$ cat src/rtl/ccff_stream_loader.sv
// Configuration-chain loader: takes bitstream words over valid/ready and shifts them
// MSB-first onto ccff_head with a per-cycle prog_clk enable, then runs a loopback check.
module ccff_stream_loader #(
    parameter int WORD_W    = 32,
    parameter int CHAIN_LEN = 4096,
    parameter int CNT_W     = 16
) (
    input  logic              prog_clk,
    input  logic              prog_reset,
    input  logic              start,
    input  logic              abort,
    input  logic [WORD_W-1:0] word_data,
    input  logic              word_valid,
    output logic              word_ready,
    output logic              ccff_head,
    output logic              prog_clk_en,
    input  logic              ccff_tail,
    output logic              busy,
    output logic              done,
    output logic              check_err,
    output logic [CNT_W-1:0]  bit_count
);
    localparam int SC_W = $clog2(WORD_W + 1);
    localparam logic [CNT_W-1:0] CHAIN_END = CNT_W'(CHAIN_LEN);
    localparam logic [CNT_W-1:0] LAST_BIT  = CNT_W'(CHAIN_LEN - 1);
    localparam logic [CNT_W-1:0] CNT_ZERO  = {CNT_W{1'b0}};
    localparam logic [CNT_W-1:0] CNT_ONE   = CNT_W'(1);
    localparam logic [SC_W-1:0]  SC_FULL   = SC_W'(WORD_W);
    localparam logic [SC_W-1:0]  SC_ONE    = SC_W'(1);
    localparam logic [SC_W-1:0]  SC_ZERO   = {SC_W{1'b0}};

    typedef enum logic [1:0] {
        IDLE  = 2'd0,
        LOAD  = 2'd1,
        CHECK = 2'd2,
        DONE  = 2'd3
    } state_t;

    state_t            state_r;
    logic [WORD_W-1:0] hold_r;
    logic              hold_valid_r;
    logic [WORD_W-1:0] shift_r;
    logic [SC_W-1:0]   shift_cnt_r;
    logic              head_r;
    logic              first_bit_r;
    logic              check_cyc_r;
    logic              busy_r;
    logic              done_r;
    logic              check_err_r;
    logic [CNT_W-1:0]  bit_count_r;

    logic shift_en_s;
    logic accept_s;
    logic refill_s;
    logic last_shift_s;

    // Per-cycle shift, handshake and refill decode; abort kills the shift in the same cycle.
    always_comb begin
        shift_en_s   = 1'b0;
        accept_s     = 1'b0;
        refill_s     = 1'b0;
        last_shift_s = 1'b0;
        if ((state_r == LOAD) && !abort) begin
            shift_en_s   = (shift_cnt_r != SC_ZERO) && (bit_count_r < CHAIN_END);
            accept_s     = word_valid && !hold_valid_r;
            refill_s     = hold_valid_r &&
                           ((shift_cnt_r == SC_ZERO) || (shift_en_s && (shift_cnt_r == SC_ONE)));
            last_shift_s = shift_en_s && (bit_count_r == LAST_BIT);
        end else begin
            shift_en_s   = 1'b0;
            accept_s     = 1'b0;
            refill_s     = 1'b0;
            last_shift_s = 1'b0;
        end
    end

    // Sequencer, two-stage word buffer, bit counter and loopback comparison.
    always_ff @(posedge prog_clk or posedge prog_reset) begin
        if (prog_reset) begin
            state_r      <= IDLE;
            hold_r       <= {WORD_W{1'b0}};
            hold_valid_r <= 1'b0;
            shift_r      <= {WORD_W{1'b0}};
            shift_cnt_r  <= SC_ZERO;
            head_r       <= 1'b0;
            first_bit_r  <= 1'b0;
            check_cyc_r  <= 1'b0;
            busy_r       <= 1'b0;
            done_r       <= 1'b0;
            check_err_r  <= 1'b0;
            bit_count_r  <= CNT_ZERO;
        end else if (abort) begin
            state_r      <= IDLE;
            hold_valid_r <= 1'b0;
            shift_cnt_r  <= SC_ZERO;
            busy_r       <= 1'b0;
            done_r       <= 1'b0;
        end else begin
            done_r <= 1'b0;
            case (state_r)
                IDLE: begin
                    if (start) begin
                        state_r      <= LOAD;
                        busy_r       <= 1'b1;
                        bit_count_r  <= CNT_ZERO;
                        check_err_r  <= 1'b0;
                        hold_valid_r <= 1'b0;
                        shift_cnt_r  <= SC_ZERO;
                    end
                end
                LOAD: begin
                    if (shift_en_s) begin
                        bit_count_r <= bit_count_r + CNT_ONE;
                        head_r      <= shift_r[WORD_W-1];
                        if (bit_count_r == CNT_ZERO) begin
                            first_bit_r <= shift_r[WORD_W-1];
                        end
                    end
                    // Refill wins over the shift when the last bit is consumed: no bubble.
                    if (refill_s) begin
                        shift_r     <= hold_r;
                        shift_cnt_r <= SC_FULL;
                    end else if (shift_en_s) begin
                        shift_r     <= {shift_r[WORD_W-2:0], 1'b0};
                        shift_cnt_r <= shift_cnt_r - SC_ONE;
                    end
                    if (accept_s) begin
                        hold_r       <= word_data;
                        hold_valid_r <= 1'b1;
                    end else if (refill_s) begin
                        hold_valid_r <= 1'b0;
                    end
                    if (last_shift_s) begin
                        state_r      <= CHECK;
                        check_cyc_r  <= 1'b0;
                        hold_valid_r <= 1'b0;
                        shift_cnt_r  <= SC_ZERO;
                    end
                end
                CHECK: begin
                    if (ccff_tail != first_bit_r) begin
                        check_err_r <= 1'b1;
                    end
                    check_cyc_r <= 1'b1;
                    if (check_cyc_r) begin
                        state_r <= DONE;
                        done_r  <= 1'b1;
                    end
                end
                DONE: begin
                    state_r <= IDLE;
                    busy_r  <= 1'b0;
                end
                default: begin
                    state_r <= IDLE;
                    busy_r  <= 1'b0;
                end
            endcase
        end
    end

    assign word_ready  = (state_r == LOAD) && !hold_valid_r;
    assign prog_clk_en = shift_en_s;
    assign ccff_head   = shift_en_s ? shift_r[WORD_W-1] : head_r;
    assign busy        = busy_r;
    assign done        = done_r;
    assign check_err   = check_err_r;
    assign bit_count   = bit_count_r;

endmodule
$ cat config.mk
export PLATFORM = sky130hd
export DESIGN_NAME = ccff_stream_loader
export DESIGN_NICKNAME = d
export VERILOG_FILES = /design/src/rtl/ccff_stream_loader.sv
export SDC_FILE = /design/constraint.sdc
export NUM_CORES = 1
export LEC_CHECK = 0
export BUFFER_PORTS_ARGS = -buffer_cell sky130_fd_sc_hd__buf_2
export CORE_MARGIN = 2
export CORE_UTILIZATION = 35
export DETAILED_ROUTE_END_ITERATION = 8
export PLACE_DENSITY_LB_ADDON = 0.2
export SLEW_MARGIN = 10
export SYNTH_ARGS = -nofsm -noshare
export SYNTH_HDL_FRONTEND = slang
export SYNTH_SLANG_ARGS = --single-unit
$ cat constraint.sdc
create_clock -name prog_clk -period 2.4 [get_ports prog_clk]
set_input_delay 0 -clock prog_clk [delete_from_list [all_inputs] [get_ports prog_clk]]
set_output_delay 0 -clock prog_clk [all_outputs]
set_load 0.02 [all_outputs]
==> metrics <==
# diodes=0; Antenna Nets Post-Route=0; Setup Fix Bufs, Post-CTS=0; Synth Net Count=455; min-delay worst type=in -> reg; number of global-route vias before repair=3377; vias per cell=4.90; Netlist cell types=47; Synth Register Bits=95; CP startpoint kind=register; Layout Skew=0.00352 ns; worst slew pin tran=0.471 ns; Fin Setup TNS=0 ns; Clock Power Share=0.245; Detailed Route WL=9100 µm; initial antenna violation count=0; Cell Area, Synth=4490 µm²; initial DRC count=182; First-pass DRT Iterations=4; largest net degree at the start of global routing=80; Max Cap Viol=0; DRC violations left=0; chip width=117 µm; Slew Limit Fails=0; async set-reset flop share out of synthesis=1.00; post-layout util=0.457; Max clock buf depth=2; Total GRT Usage=0.141; Die ar.=13800 µm²; Slew HR=0.686; layout cells sized above 1=0.268; H-tree levels=3; mean area per synthesized cell=11.0 µm²; std cell rows=41; Layout Cells excl Fill=680; CP max FO=14; Initial Utilization=0.357; total power=5.98 mW; Yosys warnings=0; critical path class=reg -> out; Cells after DPL=630; Vias=3332; leakage=2.60 nW; root buf cell=clkbuf_16; dominant synthesized flop cell=dfrtp_1; sw frac=0.328; global-route wire length before repair=15900 µm; WP buf/inv=2; CP Data Required Time=2.40 ns; buffers added on ports=59; Worst path top cell family by delay=simple AND/OR/NAND/NOR gates; arrival time of the worst setup path=2.25 ns; final setup fails=0; synthesis-to-finish area growth=27.7%; Period minus WS final=2.25 ns; die span in y=117 µm; Flop pwr share=0.417; Period Utilization, post-route=0.939; combinational share of power=0.338; number of synthesized flops with an enable pin=0; Num CTS Buffers=9; TritonCTS clock tree=built; Fillers=1199; register area share after synthesis=0.529; CP Capture Type=output port; crit-path cells=or4_4, a211oi_4, buf_8, mux2_2, buf_2; nets@finish=551; RSZ-0062 raised after global routing=no; P_int=4.02 mW; gp weighted congestion=0.798; Top Ports=60; clock transition at the registers of the reported paths=0.06 ns; CP peak stage delay=0.60 ns; peak supply drop=0.477 mV; Core Area=12600 µm²; Pwr per Cell Area=1040 nW/µm²; half-perimeter wire length after placement=6000 µm; slowest library cell on the worst path=or4_4; Clock Latency Late Sink=0.34 ns; outcome=finished clean; total grt overflow=0; Wirelength per Cell=13.4 µm; Final Hold Viols=0; switching power=1.96 mW; Peak Freq=444 MHz; Sink Count=95; cell count after synthesis=407
[logic make-up (layout without fill, tap and decap cells)]
family | Yosys count | in the layout | share of synthesized area
AOI/OAI and AO/OA | 92 | 92 | 0.131
xor gates and xnor gates | 5 | 5 | 0.00975
adders and majority gates | 10 | 10 | 0.0278
buffers and inverters | 34 | 135 | 0.0298
DFF | 95 | 95 | 0.529
muxes | 65 | 65 | 0.154
and+or+nand+nor | 106 | 106 | 0.118
[layout by cell type (no fill, tap or decap), types with 4 or more instances in the layout]
| cell type | count |
|---|---|
| xnor2_1 | 4 |
| buf_2 | 59 |
| o21ai_0 | 12 |
| clkbuf_16 | 9 |
| a21oi_1 | 45 |
| nor2_1 | 49 |
| mux2_2 | 34 |
| nand4_1 | 4 |
| dlygate4sd3_1 | 34 |
| nand2b_1 | 4 |
| buf_12 | 4 |
| a211oi_1 | 4 |
| a22o_1 | 4 |
| dfrtp_1 | 95 |
| nand2_1 | 13 |
| mux2i_1 | 31 |
| and2_1 | 4 |
| or3_1 | 4 |
| o31ai_1 | 4 |
| inv_1 | 13 |
| buf_4 | 7 |
| ha_1 | 10 |
[what timing repair did]
action / in CTS / in global routing
hold buffers: 34 / 0
endpoints found under the setup margin: 1 / 8
gates resized for setup: 1 / 4
endpoints found under the hold margin: 49 / 0
[layer usage]
layer,vias up,part of all wire,GRT usage,wire [µm]
met5,-,0,0,0
met4,0,0.021,0.0678,187
met3,12,0.041,0.0316,372
met2,69,0.45,0.224,4130
met1,1600,0.48,0.184,4400
li1,1651,-,-,-
[metrics by stage]
| step | hold WS [ns] | worst slack [ns] | area (µm²) |
|---|---|---|---|
| 6_report | 0.0397 | 0.148 | 5740 |
| 5_1_grt | 0.0909 | 0.0294 | 5740 |
| 4_1_cts | 0.0180 | 0.0397 | 5720 |
| 3_5_place_dp | 0.0199 | 0.121 | 5070 |
| 3_3_place_gp | 0.0107 | 0.184 | 5070 |
| 2_1_floorplan | 0.117 | 0.0141 | 4500 |
[final timing paths]
kind | end | slack (ns) | start | cells after the start
min | check_err | 0.04 | ccff_tail | 4
min in group asynchronous | hold_r[2] | 0.19 | prog_reset | 3
max in group asynchronous | hold_r[25] | 1.49 | prog_reset | 4
max reg2reg | bit_count[8] | 0.21 | state_r[0] | 7
max | ccff_head | 0.15 | bit_count[15] | 5
min reg2reg | hold_r[10] | 0.51 | hold_r[10] | 1
[tightest hold or removal path: cells and delay by family]
kind | cells | cell delay (ns)
AO/OA/AOI/OAI | 2 | 0.19
buffers and inverters | 1 | 0.09
XOR/XNOR | 1 | 0.07
[registers in the layout, indices dropped and copies added, names as in the netlist]
name          count
state_r           2
check_cyc_r       1
first_bit_r       1
head_r            1
check_err         1
done              1
shift_cnt_r       6
shift_r          32
busy              1
hold_valid_r      1
hold_r           32
bit_count        16
[power by group through the flow]
stage	Clock (mW)	Combinational [mW]	Sequential, mW
global route	1.59	2.26	2.57
finish	1.46	2.02	2.49
CTS	1.52	2.04	2.50
floorplan	0	1.50	2.46
detailed placement	0	1.99	2.53
global placement	0	1.94	2.52
[synth_stat cells, types with 3 or more instances]
| library cell | count | area (µm²) |
|---|---|---|
| a22o_1 | 4 | 35.0 |
| ha_1 | 10 | 125 |
| buf_2 | 5 | 25.0 |
| nand2b_1 | 5 | 31.3 |
| o31ai_1 | 4 | 30.0 |
| o21ai_0 | 12 | 60.1 |
| nand3b_1 | 3 | 22.5 |
| a31oi_1 | 3 | 18.8 |
| or2_2 | 3 | 18.8 |
| a21oi_1 | 45 | 225 |
| nor2b_1 | 3 | 18.8 |
| nand2_1 | 13 | 48.8 |
| nand3_1 | 3 | 15.0 |
| clkbuf_1 | 15 | 56.3 |
| dfrtp_1 | 95 | 2380 |
| mux2_2 | 34 | 383 |
| or3_1 | 5 | 31.3 |
| nand4_1 | 4 | 25.0 |
| mux2i_1 | 31 | 310 |
| and2_1 | 4 | 25.0 |
| a211oi_1 | 4 | 30.0 |
| nor2_1 | 49 | 184 |
| o211ai_1 | 3 | 22.5 |
| xnor2_1 | 4 | 35.0 |
| inv_1 | 14 | 52.6 |
| or4_1 | 4 | 30.0 |
| nor4_1 | 3 | 18.8 |
[layout make-up]
cell class,count,area (µm²),area share
Clock inverter,6,66.3,0.0116
Sequential cell,95,2380,0.414
Tap cell,172,215,0.0375
Clock buffer,10,239,0.0416
Multi-Input combinational cell,278,2000,0.349
Inverter,14,56.3,0.00981
Timing Repair Buffer,105,783,0.137
Power figures use the tool's default switching activity.
